$ cat src/rtl/result_writeback_pkg.sv
// Shared definitions for the result writeback stage: FSM encoding,
// opCode field positions and ZNC flag bit indices.
package result_writeback_pkg;

    typedef enum logic [1:0] {
        IDLE = 2'd0,
        WR_A = 2'd1,
        WR_B = 2'd2
    } wb_state_t;

    // opCode field layout
    localparam int CLASS_HI = 15;
    localparam int CLASS_LO = 14;
    localparam int FUPD_BIT = 12;
    localparam int RD_HI    = 11;
    localparam int RD_LO    = 8;

    localparam logic [1:0] CLASS_DUAL = 2'b10;

    // ZNC flag ordering {Z,N,C}
    localparam int Z_IDX = 2;
    localparam int N_IDX = 1;
    localparam int C_IDX = 0;

    // True when the instruction class produces both an A and a B result
    function automatic logic is_dual(input logic [15:0] op);
        return (op[CLASS_HI:CLASS_LO] == CLASS_DUAL);
    endfunction

endpackage

$ cat src/rtl/result_writeback_if.sv
// Decoder-to-writeback handshake plus register-file write port and flags.
interface result_writeback_if #(
    parameter int DATA_W = 16,
    parameter int ADDR_W = 4
);
    logic              flush;
    logic              in_valid;
    logic              in_ready;
    logic [15:0]       opCode;
    logic [DATA_W-1:0] A_in;
    logic [DATA_W-1:0] B_in;
    logic [2:0]        ZNC_in;
    logic              rf_we;
    logic [ADDR_W-1:0] rf_waddr;
    logic [DATA_W-1:0] rf_wdata;
    logic [2:0]        flags;
    logic              busy;

    // Upstream decoder / register-file observer side
    modport master (
        output flush, in_valid, opCode, A_in, B_in, ZNC_in,
        input  in_ready, rf_we, rf_waddr, rf_wdata, flags, busy
    );

    // Writeback stage side
    modport slave (
        input  flush, in_valid, opCode, A_in, B_in, ZNC_in,
        output in_ready, rf_we, rf_waddr, rf_wdata, flags, busy
    );
endinterface

$ cat src/rtl/result_writeback.sv
// Writeback stage: holds one op, writes A (and B for dual-result ops) to
// the register file through a single port, and owns the ZNC flag register.
module result_writeback
    import result_writeback_pkg::*;
#(
    parameter int DATA_W = 16,
    parameter int ADDR_W = 4
) (
    input  logic               clk,
    input  logic               reset,
    result_writeback_if.slave  bus
);

    wb_state_t         r_state;
    wb_state_t         w_state_next;

    logic [ADDR_W-1:0] r_rd;
    logic              r_dual;
    logic              r_fupd;
    logic [DATA_W-1:0] r_a;
    logic [DATA_W-1:0] r_b;
    logic [2:0]        r_znc;
    logic [2:0]        r_flags;

    logic              w_in_ready;
    logic              w_accept;
    logic              w_commit;
    logic              w_we;
    logic [ADDR_W-1:0] w_waddr;
    logic [DATA_W-1:0] w_wdata;

    // opCode bits that carry no meaning for writeback
    logic              w_unused_opcode_bits;
    assign w_unused_opcode_bits = ^{bus.opCode[13], bus.opCode[7:0]};

    // State register
    always_ff @(posedge clk or posedge reset) begin
        if (reset) begin
            r_state <= IDLE;
        end else begin
            r_state <= w_state_next;
        end
    end

    // Write-port outputs, handshake and next state; flush only redirects
    // the next state and blocks acceptance, the current write still happens
    always_comb begin
        w_state_next = r_state;
        w_in_ready   = 1'b0;
        w_commit     = 1'b0;
        w_we         = 1'b0;
        w_waddr      = '0;
        w_wdata      = '0;
        w_accept     = 1'b0;

        case (r_state)
            IDLE: begin
                w_in_ready = 1'b1;
            end
            WR_A: begin
                w_we    = 1'b1;
                w_waddr = r_rd;
                w_wdata = r_a;
                if (!r_dual) begin
                    w_in_ready = 1'b1;
                    w_commit   = 1'b1;
                end
            end
            WR_B: begin
                w_we       = 1'b1;
                w_waddr    = r_rd + ADDR_W'(1);  // rd = max wraps to 0
                w_wdata    = r_b;
                w_in_ready = 1'b1;
                w_commit   = 1'b1;
            end
            default: ;
        endcase

        if (bus.flush) begin
            w_in_ready = 1'b0;
        end
        w_accept = bus.in_valid && w_in_ready;

        if (bus.flush) begin
            w_state_next = IDLE;
        end else begin
            case (r_state)
                IDLE:    w_state_next = w_accept ? WR_A : IDLE;
                WR_A:    w_state_next = r_dual ? WR_B : (w_accept ? WR_A : IDLE);
                WR_B:    w_state_next = w_accept ? WR_A : IDLE;
                default: w_state_next = IDLE;
            endcase
        end
    end

    // Hold registers load on accept; a commit in the same cycle already
    // consumed the old contents through the combinational write port
    always_ff @(posedge clk or posedge reset) begin
        if (reset) begin
            r_rd   <= '0;
            r_dual <= 1'b0;
            r_fupd <= 1'b0;
            r_a    <= '0;
            r_b    <= '0;
            r_znc  <= '0;
        end else if (w_accept) begin
            r_rd   <= ADDR_W'(bus.opCode[RD_HI:RD_LO]);
            r_dual <= is_dual(bus.opCode);
            r_fupd <= bus.opCode[FUPD_BIT];
            r_a    <= bus.A_in;
            r_b    <= bus.B_in;
            r_znc  <= {bus.ZNC_in[Z_IDX], bus.ZNC_in[N_IDX], bus.ZNC_in[C_IDX]};
        end
    end

    // Architectural flags update at the end of an unflushed commit cycle
    always_ff @(posedge clk or posedge reset) begin
        if (reset) begin
            r_flags <= 3'b000;
        end else if (w_commit && !bus.flush && r_fupd) begin
            r_flags <= r_znc;
        end
    end

    assign bus.in_ready = w_in_ready;
    assign bus.rf_we    = w_we;
    assign bus.rf_waddr = w_waddr;
    assign bus.rf_wdata = w_wdata;
    assign bus.flags    = r_flags;
    assign bus.busy     = (r_state != IDLE);

endmodule

$ cat src/flat_wrapper.sv
// flat-port wrapper written by rule: the top's interface ports become plain ports
module result_writeback_flat import result_writeback_pkg::*;
#(
    parameter int DATA_W = 16,
    parameter int ADDR_W = 4
)
  (clk, reset, bus_flush, bus_in_valid, bus_opCode, bus_A_in, bus_B_in, bus_ZNC_in, bus_in_ready, bus_rf_we, bus_rf_waddr, bus_rf_wdata, bus_flags, bus_busy);
  result_writeback_if #(.DATA_W(DATA_W), .ADDR_W(ADDR_W)) bus_i ();
  input  logic clk;
  input  logic reset;
  input wire logic [$bits(bus_i.flush)-1:0] bus_flush;
  input wire logic [$bits(bus_i.in_valid)-1:0] bus_in_valid;
  input wire logic [$bits(bus_i.opCode)-1:0] bus_opCode;
  input wire logic [$bits(bus_i.A_in)-1:0] bus_A_in;
  input wire logic [$bits(bus_i.B_in)-1:0] bus_B_in;
  input wire logic [$bits(bus_i.ZNC_in)-1:0] bus_ZNC_in;
  output wire logic [$bits(bus_i.in_ready)-1:0] bus_in_ready;
  output wire logic [$bits(bus_i.rf_we)-1:0] bus_rf_we;
  output wire logic [$bits(bus_i.rf_waddr)-1:0] bus_rf_waddr;
  output wire logic [$bits(bus_i.rf_wdata)-1:0] bus_rf_wdata;
  output wire logic [$bits(bus_i.flags)-1:0] bus_flags;
  output wire logic [$bits(bus_i.busy)-1:0] bus_busy;
  assign bus_i.flush = bus_flush;
  assign bus_i.in_valid = bus_in_valid;
  assign bus_i.opCode = bus_opCode;
  assign bus_i.A_in = bus_A_in;
  assign bus_i.B_in = bus_B_in;
  assign bus_i.ZNC_in = bus_ZNC_in;
  assign bus_in_ready = bus_i.in_ready;
  assign bus_rf_we = bus_i.rf_we;
  assign bus_rf_waddr = bus_i.rf_waddr;
  assign bus_rf_wdata = bus_i.rf_wdata;
  assign bus_flags = bus_i.flags;
  assign bus_busy = bus_i.busy;
  result_writeback #(.DATA_W(DATA_W), .ADDR_W(ADDR_W)) u_core (.clk(clk), .reset(reset), .bus(bus_i));
endmodule
$ cat config.mk
export PLATFORM = sky130hd
export DESIGN_NAME = result_writeback_flat
export DESIGN_NICKNAME = d
export VERILOG_FILES = /design/src/rtl/result_writeback_pkg.sv /design/src/rtl/result_writeback_if.sv /design/src/rtl/result_writeback.sv /design/src/flat_wrapper.sv
export SDC_FILE = /design/constraint.sdc
export NUM_CORES = 1
export LEC_CHECK = 0
export ABC_AREA = 1
export BUFFER_PORTS_ARGS = -buffer_cell sky130_fd_sc_hd__clkbuf_2
export CAP_MARGIN = 20
export CELL_PAD_IN_SITES_DETAIL_PLACEMENT = 0
export CELL_PAD_IN_SITES_GLOBAL_PLACEMENT = 1
export CORE_MARGIN = 2
export CORE_UTILIZATION = 36
export CTS_BUF_LIST = sky130_fd_sc_hd__clkbuf_4
export DETAILED_ROUTE_END_ITERATION = 10
export PLACE_DENSITY = 0.79
export SLEW_MARGIN = 20
export SYNTH_ARGS = -nofsm -noshare
export SYNTH_HDL_FRONTEND = slang
export SYNTH_SLANG_ARGS = --single-unit
$ cat constraint.sdc
create_clock -name clk -period 1.6 [get_ports clk]
set_input_delay 0.08 -clock clk [delete_from_list [all_inputs] [get_ports clk]]
set_output_delay 0.08 -clock clk [all_outputs]
set_load 0.05 [all_outputs]
==> qor.csv, run 1 <==
stage,metric,value,unit
drt,vias_per_cell,5.03,
timing,slew_viol_final,0,
cells_and_area,antenna_cells,0,
drt,wirelength,7140,um
min_path,hold_path_class,in -> reg,
grt,grt_pass1_vias,2543,
timing,finalCritPeriodShare,111,%
power,p_leak,1.88,nW
setup_path,worst-path-max-fanout,6,
flow_run,cap_violations,0,
setup_path,crit_path_end_kind,output port,
cells_and_area,fill_cells,526,
timing,hold_violations,0,
power,combPwrFrac,28.6,%
grt,track_usage,21.5,%
cells_and_area,final_layout_size_suffix_gt1_share,33.7,%
power,p_per_area,771,nW/um^2
logic_synthesis,synth_seq_cells,46,
timing,fin_ws,-169,ps
setup_path,worstPathArrival,1690,ps
floorplanning,die_w,84.1,um
drt,drc,0,
timing,fmax,565,MHz
setup_path,cp_cell_sequence,inv_2 -> ha_4 -> clkinv_4 -> buf_12 -> a21oi_4 -> buf_12,
power,switching_power,1.01,mW
logic_synthesis,synth_seq_area_share,49.9,%
setup_path,worst_ep_required_time,1520,ps
drt,first_pass_iters,6,
timing,skew,21.5,ps
clock_tree,clockBufferDepth,2,
grt,antenna_found_initial,0,
power,seqPwrFrac,47.4,%
floorplanning,top_level_ports,81,
timing,whs,163,ps
clock_tree,cts.sinks,46,
power,clockPowerShare,24.0,%
floorplanning,die_h,84.1,um
clock_tree,cts_buffers,5,
floorplanning,row_count,29,
placed_design,place.gp.congestion,0.764,
clock_tree,h-tree-depth,2,
placed_design,hpwl,4430,um
logic_synthesis,syn_area_per_cell,7.85,sq um
cells_and_area,nets,478,
logic_synthesis,yosys_warnings,0,
drt,num_vias,2497,
setup_path,crit_path_top_delay_cell,dfrtp_1,
logic_synthesis,synthesis.area,2310,sq um
clock_tree,clkSlewWorstSetupHoldPaths,150,ps
cells_and_area,layout_commonest_cell,nand2_1,
timing,period_needed,1770,ps
logic_synthesis,syn-num-nets,354,
timing,worstMarginPinSlew,471,ps
setup_path,crit_top_cell,buf_12,
setup_path,crit_family,buffers and inverters,
clock_tree,cts-root-buf,clkbuf_4,
cells_and_area,layout_common_cells,"127 x nand2_1, 49 x clkbuf_2, 46 x dfrtp_1",
drt,drtIter0Drc,155,
clock_tree,cts_tree,done,
timing,maxSlewHeadroom,68.5,%
grt,gr-total-overflow,0,
logic_synthesis,netlist_instances,294,
run_status,status,"complete, but fails checks",
timing,setup_viol,50,
clock_tree,insertion_delay,370,ps
floorplanning,design.core.area,6280,sq um
run_status,failed_checks,negative setup slack,
logic_synthesis,ys_types,17,
setup_path,path_buf_inv,4,
timing,setup_tns,-3490,ps
power,peakVddDrop,0.472,mV
timing,rsz0062_at_grt,true,
power,sw_frac_of_total,32.7,%
setup_path,r2r_slack,-50,ps
placed_design,io_buffer_count,71,
power,intPower,2.07,mW
setup_path,slowest_delay,400,ps
setup_path,crit_path_start_kind,flop,
grt,grt_first_pass_wirelength,12200,um
drt,drtAntennaViolNets,0,
cells_and_area,syn_to_final_growth,73.3,%
floorplanning,start_util,36.8,%
grt,grt_max_degree,42,
floorplanning,fp.dieArea,7070,sq um
drt,wl_per_cell,14.4,um
setup_path,crit_type,reg -> out,
[path summary, 6_finish.rpt]
path	start	endpoint	depth (start not counted)
worst max-delay path	u_core.r_state[0]$_DFF_PP0_	bus_rf_wdata[8]	6
worst min-delay path	bus_in_valid	u_core.r_state[0]$_DFF_PP0_	4
worst max register to register	u_core.r_state[0]$_DFF_PP0_	u_core.r_b[9]$_DFFE_PP0N_	8
worst min register to register	u_core.r_a[1]$_DFFE_PP0N_	u_core.r_a[1]$_DFFE_PP0N_	2
max in group asynchronous	reset	u_core.r_a[11]$_DFFE_PP0N_	4
min in group asynchronous	reset	u_core.r_a[7]$_DFFE_PP0N_	3
[repair_timing]
action | 4_1_cts | 5_1_grt
setup endpoints to repair | 59 | 63
pin swaps | 4 | 5
gates resized for setup | 56 | 22
hold buffers | 44 | 0
gates cloned | 1 | 0
buffers inserted | 3 | 1
endpoints found under the hold margin | 62 | 0
[synthesized netlist by cell type, drive strengths merged]
library cell | n | area, sq um
nand2 | 133 | 502
dfrtp | 46 | 1150
nand4 | 42 | 263
a21oi | 20 | 100
buf | 18 | 100
inv | 11 | 41.3
nor2 | 6 | 25.0
ha | 5 | 62.6
nand3 | 5 | 30.0
clkbuf | 4 | 15.0
o21ai | 2 | 10.0
clkinv | 1 | 3.75
nor3 | 1 | 5.00
[cell type report]
| cell class | instances | area [sq um] | share of cell area, % |
|---|---|---|---|
| multi-input combinational | 214 | 1270 | 31.8 |
| timing repair buffer | 139 | 1350 | 33.7 |
| clock buffer | 6 | 45.0 | 1.13 |
| tap | 77 | 96.3 | 2.41 |
| inverter | 12 | 50.0 | 1.25 |
| clock inverter | 2 | 37.5 | 0.938 |
| sequential | 46 | 1150 | 28.8 |
[state kept, by name (all words and copies together), names as in the netlist]
signal	count
u_core.r_state	2
u_core.r_dual	1
u_core.r_znc	3
u_core.r_b	16
u_core.r_rd	4
u_core.bus.flags	3
u_core.r_a	16
u_core.r_fupd	1
[cells by family after synthesis]
| logic type | count (synthesis) | synth area share, % |
|---|---|---|
| compound gates | 22 | 4.77 |
| buf+inv | 34 | 6.94 |
| simple gates | 187 | 35.7 |
| fa+ha+maj | 5 | 2.71 |
| flops | 46 | 49.9 |
[per-stage QoR]
step           power (mW)  instance area [sq um]  std cells  util (%)  setup slack (ps)
3_5_place_dp         2.18                   3140        439      50.0             -46.0
5_1_grt              3.26                   4000        496      63.7              -240
4_1_cts              3.08                   3950        495      62.9              -184
2_1_floorplan        1.93                   2480        294         -             -1.72
3_3_place_gp         2.16                   3140        439      50.0              13.5
6_report             3.08                   4000        496      63.7              -169
[worst min-delay path: cells and delay by family]
kind / cells / cell delay (ps)
buffers and inverters: 3 / 320
AND/OR/NAND/NOR: 1 / 120
[layer usage]
layer  wire length [um]  vias to the layer above  GRT usage [%]
met4                127                        0           7.62
met1               3170                     1209           27.7
met3                227                       12           3.86
li1                   -                     1220              -
met2               3610                       56           36.3
met5                  0                        -              0
[power by group through the flow]
| stage | logic (mW) | clock network, mW | registers (mW) |
|---|---|---|---|
| 4_1_cts | 0.862 | 0.761 | 1.46 |
| 6_report | 0.881 | 0.741 | 1.46 |
| 3_5_place_dp | 0.702 | 0 | 1.48 |
| 3_3_place_gp | 0.689 | 0 | 1.47 |
| 2_1_floorplan | 0.434 | 0 | 1.50 |
| 5_1_grt | 0.972 | 0.806 | 1.48 |
No activity file was read; power rests on OpenSTA's default activity.
==> inputs of run 2 (changes only) <==
--- a/config.mk
+++ b/config.mk
@@ -6,7 +6,7 @@
 export NUM_CORES = 1
 export LEC_CHECK = 0
 export ABC_AREA = 1
-export BUFFER_PORTS_ARGS = -buffer_cell sky130_fd_sc_hd__clkbuf_2
+export BUFFER_PORTS_ARGS = -buffer_cell sky130_fd_sc_hd__buf_2
 export CAP_MARGIN = 20
 export CELL_PAD_IN_SITES_DETAIL_PLACEMENT = 0
 export CELL_PAD_IN_SITES_GLOBAL_PLACEMENT = 1
==> qor.csv, run 2 (synthesis gave the netlist of run 1 again) <==
stage,metric,value,unit
run_status,status,"complete, but fails checks",
run_status,failed_checks,negative setup slack,
clock_tree,cts_buffers,5,
setup_path,worstPathArrival,1710,ps
floorplanning,top_level_ports,81,
timing,rsz0062_at_grt,true,
clock_tree,cts_tree,done,
cells_and_area,antenna_cells,0,
clock_tree,clockBufferDepth,2,
timing,hold_violations,0,
cells_and_area,nets,486,
drt,drtIter0Drc,118,
clock_tree,clkSlewWorstSetupHoldPaths,130,ps
placed_design,io_buffer_count,71,
placed_design,place_ws,1.79,ps
power,peakVddDrop,0.386,mV
drt,wirelength,7370,um
setup_path,worst_ep_required_time,1520,ps
clock_tree,cts.sinks,46,
floorplanning,die_h,84.1,um
placed_design,place.gp.congestion,0.756,
setup_path,crit_end,bus_in_ready,
timing,slew_viol_final,0,
clock_tree,h-tree-depth,2,
cells_and_area,syn_to_final_growth,73.5,%
cells_and_area,final_layout_size_suffix_gt1_share,37.2,%
setup_path,startpoint,u_core.r_state[0]$_DFF_PP0_,
cells_and_area,final_util,63.8,%
floorplanning,row_count,29,
setup_path,crit_path_start_kind,flop,
timing,fmax,558,MHz
placed_design,hpwl,4330,um
setup_path,crit_path_end_kind,output port,
grt,grt_max_degree,33,
timing,worstMarginPinSlew,462,ps
grt,grt_pass1_vias,2432,
timing,period_needed,1790,ps
clock_tree,cts-root-buf,clkbuf_4,
timing,finalCritPeriodShare,112,%
timing,fin_ws,-194,ps
floorplanning,start_util,36.8,%
cells_and_area,reg_top3,"u_core.r_a x16, u_core.r_b x16, u_core.r_rd x4",
floorplanning,design.core.area,6280,sq um
timing,maxSlewHeadroom,69.2,%
drt,drc,0,
drt,drtAntennaViolNets,0,
cells_and_area,layout_commonest_cell,nand2_1,
drt,num_vias,2471,
power,p_leak,1.90,nW
setup_path,r2r_slack,-110,ps
setup_path,worst-path-max-fanout,2,
flow_run,cap_violations,0,
power,p_per_area,728,nW/um^2
floorplanning,die_w,84.1,um
timing,setup_tns,-6300,ps
timing,setup_viol,63,
setup_path,r2r_end,u_core.r_rd[2]$_DFFE_PP0N_,
drt,wl_per_cell,14.6,um
grt,antenna_found_initial,0,
timing,skew,15.0,ps
grt,gr-total-overflow,0,
grt,track_usage,20.4,%
setup_path,worstRegToRegCells,9,
setup_path,crit_type,reg -> out,
drt,first_pass_iters,4,
clock_tree,insertion_delay,360,ps
grt,grt_first_pass_wirelength,11500,um
setup_path,reg2reg_from,u_core.r_state[0]$_DFF_PP0_,
cells_and_area,layout_common_cells,"122 x nand2_1, 49 x buf_2, 46 x dfrtp_1",
floorplanning,fp.dieArea,7070,sq um
min_path,hold_path_class,in -> reg,
drt,vias_per_cell,4.90,
run 2: cell types whose count changed in the layout (fill, tap and decap cells not counted), moves of 4 or more:
| cell | change |
|---|---|
| buf_2 | +49 |
| clkbuf_2 | -49 |
| buf_6 | +30 |
| buf_8 | -11 |
| buf_12 | -8 |
| nand2_1 | -5 |
| nand2_2 | +4 |
run 2: through the flow:
step / hold WS [ps] / cell area [sq um] / power (mW) / cells
6_report: 65.8 / 4010 / 2.92 / 504
5_1_grt: 68.9 / 4010 / 3.10 / 504
4_1_cts: 54.8 / 3830 / 2.86 / 498
3_5_place_dp: 123 / 3000 / 2.15 / 438
3_3_place_gp: 116 / 3000 / 2.13 / 438
2_1_floorplan: 153 / 2480 / 1.93 / 294
run 2: cell type report:
cell class	count	area (sq um)
fillers	534	2270
repair buffers	147	1350
multi-input cells	214	1300
flip-flops and latches	46	1150
well taps	77	96.3
inverters	12	55.1
clock buffers	5	37.5
clock inverters	3	16.3
run 2: what timing repair did:
item | 4_1_cts | 5_1_grt
gates resized for setup | 76 | 30
cloned | 1 | 2
pin swaps | 8 | 12
endpoints found under the hold margin | 61 | 0
hold buffers | 43 | 0
setup endpoints to repair | 24 | 63
buffers inserted | 8 | 4
run 2: routing by layer:
| metal | up-vias | share of wire [%] | GRT usage (%) |
|---|---|---|---|
| met5 | - | 0 | 0 |
| met4 | 0 | 1.5 | 5.87 |
| met3 | 8 | 3.6 | 3.26 |
| met2 | 66 | 52 | 36.4 |
| met1 | 1159 | 43 | 25.3 |
| li1 | 1238 | - | - |
run 2: critical path, stage by stage (launching register included):
cell	delay (ps)
dfrtp_1	430
buf_6	140
buf_6	110
ha_4	150
nor2_4	160
buf_12	130
nand2_4	40
inv_2	60
buf_8	140
run 2: worst min path at each step:
stage,from,endpoint,slack [ps],cells past startpoint
after detailed placement,reset,u_core.r_znc[2]$_DFFE_PP0N_,120,2
after floorplan,bus_flush,u_core.r_state[1]$_DFF_PP0_,150,1
after CTS,bus_opCode[15],u_core.r_dual$_DFFE_PP0N_,50,5
after global placement,reset,u_core.r_znc[2]$_DFFE_PP0N_,120,2
final,bus_opCode[15],u_core.r_dual$_DFFE_PP0N_,70,5
after global routing,bus_opCode[15],u_core.r_dual$_DFFE_PP0N_,70,5
run 2: power by group:
part | leakage (nW) | internal (mW) | switching (mW)
Combinational | 1.30 | 0.407 | 0.512
Sequential | 0.577 | 1.34 | 0.120
Clock | 0.0286 | 0.164 | 0.369
Total | 1.90 | 1.92 | 1.00
==> inputs of run 3 (changes only) <==
--- a/config.mk
+++ b/config.mk
@@ -5,16 +5,15 @@
 export SDC_FILE = /design/constraint.sdc
 export NUM_CORES = 1
 export LEC_CHECK = 0
-export ABC_AREA = 1
 export BUFFER_PORTS_ARGS = -buffer_cell sky130_fd_sc_hd__buf_2
 export CAP_MARGIN = 20
 export CELL_PAD_IN_SITES_DETAIL_PLACEMENT = 0
 export CELL_PAD_IN_SITES_GLOBAL_PLACEMENT = 1
 export CORE_MARGIN = 2
-export CORE_UTILIZATION = 36
+export CORE_UTILIZATION = 41
 export CTS_BUF_LIST = sky130_fd_sc_hd__clkbuf_4
 export DETAILED_ROUTE_END_ITERATION = 10
-export PLACE_DENSITY = 0.79
+export PLACE_DENSITY = 0.8
 export SLEW_MARGIN = 20
 export SYNTH_ARGS = -nofsm -noshare
 export SYNTH_HDL_FRONTEND = slang
==> qor.csv, run 3 <==
stage,metric,value,unit
clock_tree,clkSlewWorstSetupHoldPaths,140,ps
logic_synthesis,syn-num-nets,225,
grt,gr-usage-met2,34.5,%
placed_design,hpwl,3460,um
logic_synthesis,synthesis.area,2350,sq um
floorplanning,die_w,79.7,um
floorplanning,row_count,27,
floorplanning,fp.dieArea,6360,sq um
grt,track_usage,20.0,%
timing,worstMarginPinSlew,302,ps
floorplanning,top_level_ports,81,
drt,wirelength,6400,um
logic_synthesis,yosysTopAreaCellShare,48.9,%
placed_design,place.gp.congestion,0.741,
cells_and_area,syn_to_final_growth,74.3,%
grt,grt_max_degree,24,
clock_tree,clockBufferDepth,2,
setup_path,worstPathArrival,2160,ps
logic_synthesis,yosysTopAreaCell,dfrtp_1,
setup_path,crit_type,reg -> reg,
logic_synthesis,syn_area_per_cell,14.3,sq um
cells_and_area,fill_cells,351,
cells_and_area,final_util,74.0,%
floorplanning,design.core.area,5540,sq um
power,p_leak,1.83,nW
grt,grt_first_pass_wirelength,9740,um
grt,gr-total-overflow,0,
setup_path,worst-path-max-fanout,8,
logic_synthesis,synth_seq_area_share,48.9,%
cells_and_area,seqCellArea,1150,sq um
drt,drtAntennaViolNets,0,
timing,setup_tns,-16370,ps
setup_path,r2r_slack,-300,ps
drt,first_pass_iters,4,
clock_tree,cts-root-buf,clkbuf_4,
cells_and_area,final_layout_size_suffix_gt1_share,67.4,%
logic_synthesis,synthMostInstantiatedCell,dfrtp_1,
flow_run,cap_violations,0,
logic_synthesis,synth_top_flop_cell,dfrtp_1,
timing,maxSlewHeadroom,79.9,%
cells_and_area,fin_area,4100,sq um
cells_and_area,layout_commonest_cell,buf_2,
logic_synthesis,synth_enable_flop_cells,0,
timing,fmax,527,MHz
cells_and_area,multi_input_area,1420,sq um
clock_tree,insertion_delay,370,ps
timing,skew,12.3,ps
run_status,failed_checks,negative setup slack,
cells_and_area,reg_top3,"u_core.r_a x16, u_core.r_b x16, u_core.r_rd x4",
power,peakVddDrop,0.814,mV
timing,rsz0062_at_grt,true,
logic_synthesis,synth_seq_cells,46,
logic_synthesis,netlist_instances,165,
placed_design,placed_cell_area,2980,sq um
floorplanning,die_h,79.7,um
timing,hold_violations,0,
grt,grt_pass1_vias,1956,
clock_tree,cts_tree,done,
placed_design,io_buffer_count,71,
cells_and_area,nets,360,
grt,antenna_found_initial,0,
cells_and_area,antenna_cells,0,
logic_synthesis,yosys-top-cells-area,"dfrtp_1 49%, mux2_4 25%, nor2b_1 5.6%, a22oi_1 5.4%, buf_12 3.4%",
timing,whs,105,ps
drt,vias_per_cell,4.91,
timing,setup_viol,65,
timing,slew_viol_final,0,
logic_synthesis,yosys-top-cells-count,"46 x dfrtp_1, 39 x mux2_4, 21 x nor2b_1",
clock_tree,h-tree-depth,2,
logic_synthesis,yosys_warnings,0,
timing,finalCritPeriodShare,119,%
drt,wl_per_cell,17.1,um
timing,fin_ws,-298,ps
min_path,hold_path_class,in -> reg,
drt,num_vias,1830,
drt,drtIter0Drc,96,
run_status,status,"complete, but fails checks",
timing,period_needed,1900,ps
setup_path,crit_path_start_kind,flop,
drt,drc,0,
logic_synthesis,async_flop_share,100,%
clock_tree,cts.sinks,46,
grt,top_usage_layer,met2,
logic_synthesis,ys_types,24,
grt,grt_use_met3,3.39,%
clock_tree,cts_buffers,5,
floorplanning,start_util,42.5,%
setup_path,worst_ep_required_time,1860,ps
power,p_per_area,835,nW/um^2
cells_and_area,layout_common_cells,"49 x buf_2, 45 x dfrtp_1, 44 x mux2_4",
placed_design,place_ws,-176,ps
setup_path,crit_path_end_kind,flop,
grt,grt_use_met1,26.2,%
-- run 3: cell count changes after synthesis, moves of 17 or more --
cell / change
a21oi_1: -20
a22oi_1: +17
mux2_4: +39
nand2_1: -130
nand4_1: -42
nor2b_1: +21
-- run 3: cell type report --
class,instances,area share (%)
clock buffer,5,0.915
timing repair buffer,140,32.7
inverter,6,0.610
tap,72,2.20
sequential,46,28.1
multi-input combinational,101,34.5
clock inverter,3,0.977
-- run 3: worst max-delay path: stages (launching register included) --
cell,delay (ps)
dfrtp_2,470
buf_4,160
ha_4,150
nor2_4,120
o311a_4,360
clkbuf_16,220
mux2_4,290
-- run 3: what timing repair did --
item / 4_1_cts / 5_1_grt
cloned: 3 / 3
hold buffers: 41 / 0
buffers inserted: 2 / 6
pin swaps: 8 / 13
resized for setup: 86 / 19
endpoints found under the hold margin: 86 / 0
endpoints found under the setup margin: 66 / 67
-- run 3: final timing paths --
kind | endpoint | startpoint | depth (start not counted)
max | u_core.r_b[12]$_DFFE_PP0N_ | u_core.r_state[0]$_DFF_PP0_ | 6
min | u_core.r_dual$_DFFE_PP0N_ | bus_opCode[14] | 3
max reg2reg | u_core.r_b[12]$_DFFE_PP0N_ | u_core.r_state[0]$_DFF_PP0_ | 6
min reg2reg | u_core.bus.flags[0]$_DFFE_PP0P_ | u_core.bus.flags[0]$_DFFE_PP0P_ | 1
max in group asynchronous | u_core.r_state[0]$_DFF_PP0_ | reset | 4
min in group asynchronous | u_core.r_rd[2]$_DFFE_PP0N_ | reset | 4
-- run 3: cell families after synthesis --
kind of cell    after synthesis  synth area share (%)
fa+ha+maj                     5                  2.66
compound gates               24                  7.82
mux                          45                  27.7
simple gates                 27                  6.86
buf+inv                      18                  6.01
flops                        46                  48.9
-- run 3: per-stage QoR --
stage | power (mW) | cells
finish | 3.43 | 373
global route | 3.58 | 373
CTS | 3.36 | 364
detailed placement | 2.41 | 310
global placement | 2.39 | 310
floorplan | 2.21 | 165
-- run 3: metal layers --
| layer | wire, um | share of wire [%] |
|---|---|---|
| met4 | 42 | 0.66 |
| met3 | 284 | 4.4 |
| met5 | 0 | 0 |
| met1 | 2860 | 45 |
| met2 | 3210 | 50 |
-- run 3: report_power, final --
| group | total, mW | switching [mW] | internal, mW |
|---|---|---|---|
| logic | 1.13 | 0.458 | 0.676 |
| clock network | 0.717 | 0.392 | 0.324 |
| registers | 1.57 | 0.190 | 1.38 |
| total | 3.43 | 1.04 | 2.39 |
